### config.mk
export PLATFORM = sky130hd
export DESIGN_NAME = qq_cmd_frontend_flat
export DESIGN_NICKNAME = d
export VERILOG_FILES = /design/src/rtl/qq_cmd_frontend_if.sv /design/src/rtl/qq_cmd_frontend.sv /design/src/flat_wrapper.sv
export SDC_FILE = /design/constraint.sdc
export NUM_CORES = 1
export LEC_CHECK = 0
export ABC_AREA = 0
export CORE_ASPECT_RATIO = 0.9
export CORE_MARGIN = 2
export CORE_UTILIZATION = 45
export DETAILED_ROUTE_END_ITERATION = 10
export PLACE_DENSITY = 0.71
export SLEW_MARGIN = 10
export SYNTH_ARGS = -nofsm -noshare
export SYNTH_HDL_FRONTEND = slang
export SYNTH_SLANG_ARGS = --single-unit
export TNS_END_PERCENT = 20
### constraint.sdc
create_clock -name clk -period 2.7 [get_ports clk]
set_input_delay 0.54 -clock clk [delete_from_list [all_inputs] [get_ports clk]]
set_output_delay 0.54 -clock clk [all_outputs]
set_load 0.02 [all_outputs]
### src/rtl/qq_cmd_frontend_if.sv
// rtl/qq_cmd_frontend_if.sv - signal bundle between qq_cmd_frontend, its command source, the queue core and the response sink
//
// Purpose: groups the command handshake, the core strobe/status signals and the response pulse.
// Modports:
//   slave  - the frontend: receives commands and core status, drives ready, strobes, response and occupancy
//   master - the surrounding environment: drives commands and core status, observes the rest
// Signals:
//   in_valid/in_ready/in_op/in_key   command handshake (op 0 = enqueue, 1 = dequeue)
//   core_enq/core_deq/core_key       one-cycle strobes and key toward the queue core
//   core_idle/head_key               core status and current minimum key
//   rsp_valid/rsp_err/rsp_key        command completion pulse
//   occupancy                        keys currently held by the core
interface qq_cmd_frontend_if #(
  parameter int KW       = 32,
  parameter int CAPACITY = 64
);
  localparam int OW = $clog2(CAPACITY + 1);

  logic          in_valid;
  logic          in_ready;
  logic          in_op;
  logic [KW-1:0] in_key;
  logic          core_enq;
  logic          core_deq;
  logic [KW-1:0] core_key;
  logic          core_idle;
  logic [KW-1:0] head_key;
  logic          rsp_valid;
  logic          rsp_err;
  logic [KW-1:0] rsp_key;
  logic [OW-1:0] occupancy;

  modport slave (
    input  in_valid, in_op, in_key, core_idle, head_key,
    output in_ready, core_enq, core_deq, core_key, rsp_valid, rsp_err, rsp_key, occupancy
  );

  modport master (
    output in_valid, in_op, in_key, core_idle, head_key,
    input  in_ready, core_enq, core_deq, core_key, rsp_valid, rsp_err, rsp_key, occupancy
  );
endinterface

### src/rtl/qq_cmd_frontend.sv
// rtl/qq_cmd_frontend.sv - command FIFO and issue FSM in front of the priority queue core
//
// Purpose: buffers enqueue/dequeue commands, rejects commands that would overflow or
// underflow the core, issues the rest one at a time and reports completion.
// Ports:
//   clk  clock, posedge
//   rst  synchronous active-high reset
//   bus  qq_cmd_frontend_if.slave (command in, core strobes/status, response, occupancy)
module qq_cmd_frontend #(
  parameter int CMD_DEPTH = 4,
  parameter int CAPACITY  = 64,
  parameter int KW        = 32
) (
  input  logic               clk,
  input  logic               rst,
  qq_cmd_frontend_if.slave   bus
);
  localparam int AW = $clog2(CMD_DEPTH);
  localparam int OW = $clog2(CAPACITY + 1);
  localparam logic [AW:0]   DEPTH_L = (AW + 1)'(CMD_DEPTH);
  localparam logic [OW-1:0] CAP_L   = OW'(CAPACITY);

  typedef enum logic [1:0] {IDLE, ISSUE, WAIT_START, WAIT_DONE} state_t;

  state_t state, state_next;

  logic [KW:0]   fifo_mem [CMD_DEPTH];
  logic [AW-1:0] wr_ptr, rd_ptr;
  logic [AW:0]   count;
  logic          push, pop;
  logic          fifo_empty;
  logic          head_op;
  logic [KW-1:0] head_cmd_key;
  logic          reject;
  logic          issue, err_rsp, ok_rsp;

  logic          core_enq_r, core_deq_r, rsp_valid_r, rsp_err_r;
  logic [KW-1:0] core_key_r, rsp_key_r;
  logic [OW-1:0] occ;

  // ---------------- command FIFO ----------------
  assign bus.in_ready = (count != DEPTH_L);
  assign push         = bus.in_valid && bus.in_ready;
  assign fifo_empty   = (count == '0);
  assign {head_op, head_cmd_key} = fifo_mem[rd_ptr];

  always_ff @(posedge clk) begin
    if (push) fifo_mem[wr_ptr] <= {bus.in_op, bus.in_key};
  end

  // Pointers wrap naturally because the depth is a power of two.
  always_ff @(posedge clk) begin
    if (rst) begin
      wr_ptr <= '0;
      rd_ptr <= '0;
      count  <= '0;
    end else begin
      if (push) wr_ptr <= wr_ptr + 1'b1;
      if (pop)  rd_ptr <= rd_ptr + 1'b1;
      case ({push, pop})
        2'b10:   count <= count + 1'b1;
        2'b01:   count <= count - 1'b1;
        default: count <= count;
      endcase
    end
  end

  // ---------------- issue FSM ----------------
  // A command the core cannot honour is answered locally without touching the core.
  assign reject = head_op ? (occ == '0) : (occ == CAP_L);

  always_ff @(posedge clk) begin
    if (rst) state <= IDLE;
    else     state <= state_next;
  end

  always_comb begin
    state_next = state;
    pop        = 1'b0;
    issue      = 1'b0;
    err_rsp    = 1'b0;
    ok_rsp     = 1'b0;
    case (state)
      IDLE: begin
        if (!fifo_empty) begin
          if (reject) begin
            pop     = 1'b1;
            err_rsp = 1'b1;
          end else if (bus.core_idle) begin
            issue      = 1'b1;
            state_next = ISSUE;
          end
        end
      end
      ISSUE:      state_next = WAIT_START;
      // The core may still report idle right after the strobe; wait until it is seen busy.
      WAIT_START: if (!bus.core_idle) state_next = WAIT_DONE;
      // The entry stays at the FIFO head until completion so ISSUE can still read its op.
      WAIT_DONE: begin
        if (bus.core_idle) begin
          pop        = 1'b1;
          ok_rsp     = 1'b1;
          state_next = IDLE;
        end
      end
      default: state_next = IDLE;
    endcase
  end

  // ---------------- registered outputs ----------------
  always_ff @(posedge clk) begin
    if (rst) begin
      core_enq_r  <= 1'b0;
      core_deq_r  <= 1'b0;
      core_key_r  <= '0;
      rsp_valid_r <= 1'b0;
      rsp_err_r   <= 1'b0;
      rsp_key_r   <= '0;
      occ         <= '0;
    end else begin
      // Strobes are launched on the IDLE->ISSUE edge so they are high during ISSUE.
      core_enq_r  <= issue && !head_op;
      core_deq_r  <= issue && head_op;
      if (issue) core_key_r <= head_cmd_key;
      rsp_valid_r <= err_rsp || ok_rsp;
      rsp_err_r   <= err_rsp;
      if (err_rsp)
        rsp_key_r <= '0;
      else if (state == ISSUE)
        rsp_key_r <= head_op ? bus.head_key : '0;
      if (ok_rsp) begin
        if (head_op) occ <= (occ != '0)   ? occ - 1'b1 : occ;
        else         occ <= (occ != CAP_L) ? occ + 1'b1 : occ;
      end
    end
  end

  assign bus.core_enq  = core_enq_r;
  assign bus.core_deq  = core_deq_r;
  assign bus.core_key  = core_key_r;
  assign bus.rsp_valid = rsp_valid_r;
  assign bus.rsp_err   = rsp_err_r;
  assign bus.rsp_key   = rsp_key_r;
  assign bus.occupancy = occ;
endmodule
### src/flat_wrapper.sv
// flat-port wrapper written by rule: the top's interface ports become plain ports
module qq_cmd_frontend_flat 
#(
  parameter int CMD_DEPTH = 4,
  parameter int CAPACITY  = 64,
  parameter int KW        = 32
)
  (clk, rst, bus_in_valid, bus_in_op, bus_in_key, bus_core_idle, bus_head_key, bus_in_ready, bus_core_enq, bus_core_deq, bus_core_key, bus_rsp_valid, bus_rsp_err, bus_rsp_key, bus_occupancy);
  qq_cmd_frontend_if #(.KW(KW), .CAPACITY(CAPACITY)) bus_i ();
  input  logic clk;
  input  logic rst;
  input wire logic [$bits(bus_i.in_valid)-1:0] bus_in_valid;
  input wire logic [$bits(bus_i.in_op)-1:0] bus_in_op;
  input wire logic [$bits(bus_i.in_key)-1:0] bus_in_key;
  input wire logic [$bits(bus_i.core_idle)-1:0] bus_core_idle;
  input wire logic [$bits(bus_i.head_key)-1:0] bus_head_key;
  output wire logic [$bits(bus_i.in_ready)-1:0] bus_in_ready;
  output wire logic [$bits(bus_i.core_enq)-1:0] bus_core_enq;
  output wire logic [$bits(bus_i.core_deq)-1:0] bus_core_deq;
  output wire logic [$bits(bus_i.core_key)-1:0] bus_core_key;
  output wire logic [$bits(bus_i.rsp_valid)-1:0] bus_rsp_valid;
  output wire logic [$bits(bus_i.rsp_err)-1:0] bus_rsp_err;
  output wire logic [$bits(bus_i.rsp_key)-1:0] bus_rsp_key;
  output wire logic [$bits(bus_i.occupancy)-1:0] bus_occupancy;
  assign bus_i.in_valid = bus_in_valid;
  assign bus_i.in_op = bus_in_op;
  assign bus_i.in_key = bus_in_key;
  assign bus_i.core_idle = bus_core_idle;
  assign bus_i.head_key = bus_head_key;
  assign bus_in_ready = bus_i.in_ready;
  assign bus_core_enq = bus_i.core_enq;
  assign bus_core_deq = bus_i.core_deq;
  assign bus_core_key = bus_i.core_key;
  assign bus_rsp_valid = bus_i.rsp_valid;
  assign bus_rsp_err = bus_i.rsp_err;
  assign bus_rsp_key = bus_i.rsp_key;
  assign bus_occupancy = bus_i.occupancy;
  qq_cmd_frontend #(.CMD_DEPTH(CMD_DEPTH), .CAPACITY(CAPACITY), .KW(KW)) u_core (.clk(clk), .rst(rst), .bus(bus_i));
endmodule
==> flow_metrics.py <==
metrics = {
    "drt": {
        "drc": 0,
        "num_vias": 5222,
        "final_antenna_net_count": 0,
        "wl_um": 17200,
        "wire_per_inst_um": 16.9,
        "first_iter_violations": 296,
        "vias_per_cell": 5.14,
        "dr.pass1.iters": 4,
    },
    "synth": {
        "ys_seq_area_share_pct": 68.0,
        "yosysWarnings": 0,
        "syn_area_per_cell_um2": 14.1,
        "yosys.area.top_type": "edfxtp_1",
        "yosysMostFrequentCell": "edfxtp_1",
        "syn_area_mm2": 0.00836,
        "synthCells": 594,
        "synth_async_sr_flop_share_pct": 0,
        "ys.flop_type": "edfxtp_1",
        "syn_nets": 680,
        "synth_commonest_cells": "edfxtp_1 (132), dfxtp_1 (86), a21oi_1 (75)",
        "synth_edf_count": 132,
        "synth_top_area_share_pct": 47.4,
        "synth_area_leaders": "edfxtp_1 (47%), dfxtp_1 (21%), mux4_2 (8.9%)",
        "synth_seq_cells": 218,
        "synthDistinctLibCells": 44,
    },
    "clock_tree": {
        "cts-htree-levels": 1,
        "ctsHoldBuffers": 0,
        "path_clk_slew_ns": 0.06,
        "worst_skew_pair.late_latency_ns": 0.51,
        "cts_buffers": 23,
        "cts_buffer_depth": 3,
        "cts_root_buf": "clkbuf_16",
        "clkSinkCount": 218,
        "cts_tree": "yes",
    },
    "hold_path": {
        "whs_path_depth": 2,
        "min_path_type": "in -> reg",
    },
    "placement": {
        "post-dp-hpwl_um": 11100,
        "portBuffers": 144,
        "finalWeightedCongestion": 0.786,
    },
    "setup_path": {
        "critPathMaxFanout": 2,
        "crit_path_cell_trace": "mux4_2 -> xnor2_4 -> or3_4 -> a21oi_4 -> ha_4 -> inv_2 -> fa_2 -> xor2_1 -> or3_1 -> a21oi_1",
        "cp.arrival_ns": 3.23,
        "worstSetupPathType": "reg -> reg",
        "crit_path_start_kind": "register",
        "rr_worst_depth": 10,
        "required_ns": 3.13,
        "endpoint_kind": "register",
        "critPathMaxStageDelay_ns": 0.57,
        "slowest_stage": "mux4_2",
    },
    "timing": {
        "worst_pin_slew_ns": 0.667,
        "period_minus_slack_ns": 2.80,
        "hold_violations": 0,
        "slew_viol_final": 0,
        "fin_worst_skew_ns": 0.0163,
        "fmax_mhz": 357,
        "setup_ws_ns": -0.103,
        "setup_viol": 2,
        "finalSetupTns_ns": -0.118,
        "relSlewSlack_pct": 55.5,
        "grt_setup_unrepaired": "true",
        "layout_worst_path_cycle_share_pct": 104,
    },
    "grt": {
        "top_usage_layer": "met2",
        "overflow": 0,
        "gr-usage-met1_pct": 23.7,
        "grt.total_usage_pct": 17.7,
        "grt_pass1_vias": 5472,
        "use_met2_pct": 29.7,
        "antenna_found_initial": 0,
        "grt_max_degree": 65,
        "use_met3_pct": 3.80,
        "grt_first_pass_wirelength_um": 27700,
    },
    "cells_and_area": {
        "layout.nets": 840,
        "drive_gt1_share_pct": 14.9,
        "antenna_cells": 0,
        "area_delta_synth_final_pct": 30.8,
    },
    "pwr": {
        "power.density_mw_per_mm2": 904,
        "totalPowerFinal_w": 0.00989,
        "ir_worst_vdd_uv": 545,
        "cellLeakagePower_nw": 3.64,
    },
    "die": {
        "placementRows": 47,
        "die_w_um": 148,
        "pin_count": 145,
        "initial_utilization_pct": 45.7,
        "core-area_mm2": 0.0183,
        "die_h_um": 133,
        "die_area_mm2": 0.0197,
    },
    "status": {
        "status": "finished with violations",
        "violations": "setup timing",
    },
    "job": {
        "drv_cap": 0,
    },
}
## layer usage
metal  wire length, um  part of all wire, %
met1              7590                   44
met2              8210                   48
met3              1090                  6.4
met4               302                  1.8
met5                 0                    0
## layout make-up
class / instances / area, um2
clock buffer: 34 / 657
inverter: 12 / 45.0
timing repair buffer: 171 / 1670
clock inverter: 7 / 87.6
fill: 1421 / 7350
multi-input combinational: 328 / 2480
sequential: 218 / 5690
tap: 245 / 307
## cell usage in the layout, fill, tap and decap left out, types with 2 or more instances in the layout
master | netlist | routed
nor3_2 | 2 | 2
nor3_1 | 2 | 2
mux4_2 | 33 | 33
o21ai_0 | 3 | 3
nor2b_1 | 3 | 3
buf_4 | 1 | 24
inv_1 | 12 | 11
clkbuf_8 | 0 | 4
buf_12 | 0 | 2
mux2i_1 | 3 | 3
dfxtp_2 | 0 | 2
and3_2 | 0 | 4
nand3_1 | 34 | 34
or3_1 | 2 | 2
clkbuf_1 | 21 | 7
xor2_1 | 2 | 2
ha_1 | 15 | 14
nand2b_1 | 34 | 34
o211ai_1 | 2 | 2
clkinv_2 | 0 | 3
clkdlybuf4s50_1 | 0 | 143
xnor2_1 | 6 | 6
dfxtp_1 | 86 | 84
edfxtp_1 | 132 | 132
a21oi_1 | 75 | 74
nor2_1 | 18 | 18
nand2_1 | 70 | 70
bufinv_16 | 0 | 2
clkbuf_16 | 0 | 23
## state kept, by name, indices dropped and copies added (netlist names), named ones only
register / flops
u_core.count: 3
u_core.wr_ptr: 2
u_core.bus.core_deq: 1
u_core.bus.rsp_valid: 1
u_core.state: 2
u_core.bus.core_key: 32
u_core.bus.rsp_err: 1
u_core.bus.rsp_key: 32
u_core.fifo_mem: 132
u_core.bus.occupancy: 7
u_core.rd_ptr: 2
u_core.bus.core_enq: 1
## cell families (layout without fill, tap and decap cells)
group / after synthesis / after routing / share of synthesized area (%)
AO/OA/AOI/OAI: 89 / 89 / 5.92
XOR/XNOR: 9 / 9 / 1.17
adder cells (fa/ha/maj): 17 / 17 / 2.72
buffers and inverters: 48 / 224 / 2.68
flip-flops: 218 / 218 / 68.0
multiplexers: 37 / 37 / 9.38
AND/OR/NAND/NOR: 176 / 176 / 10.2
## metrics by stage
| stage | instance area, um2 | hold slack (ns) | worst slack [ns] | utilization [%] | std cells |
|---|---|---|---|---|---|
| global placement | 10200 | 0.444 | -0.0536 | 55.6 | 972 |
| global route | 10900 | 0.408 | -0.208 | 59.8 | 1015 |
| finish | 10900 | 0.400 | -0.103 | 59.8 | 1015 |
| CTS | 10900 | 0.386 | -0.135 | 59.7 | 1014 |
| detailed placement | 10200 | 0.448 | -0.146 | 55.6 | 972 |
| floorplan | 8380 | 0.469 | -0.254 | - | 594 |
## report_power, final
group,internal (W),switching [W]
clock network,0.00187,0.00119
registers,0.00396,0.000171
logic,0.00128,0.00142
total,0.00711,0.00278
## path summary, 6_finish.rpt
kind,to,startpoint,slack [ns]
setup reg to reg,u_core.count[2],u_core.fifo_mem[3][32],-0.10
setup / recovery,u_core.count[2],u_core.fifo_mem[3][32],-0.10
hold reg to reg,u_core.bus.core_key[28],u_core.bus.core_key[28],0.45
hold / removal,u_core.rd_ptr[0],rst,0.40
## what timing repair did
| item | CTS | global route |
|---|---|---|
| resized for setup | 1 | 2 |
| endpoints found under the setup margin | 3 | 3 |
| buffers inserted | 1 | 1 |
| pin swaps | 3 | 2 |
| gates cloned | 0 | 0 |
## worst max-delay path, delay by kind of cell, from the launching register on
kind,cells,cell delay [ns]
AOI/OAI and AO/OA,2,0.28
xor gates and xnor gates,2,0.32
and+or+nand+nor,2,0.66
DFF,1,0.37
buffers and inverters,1,0.04
adders and majority gates,2,0.50
muxes,1,0.57
Power figures use the tool's default switching activity.
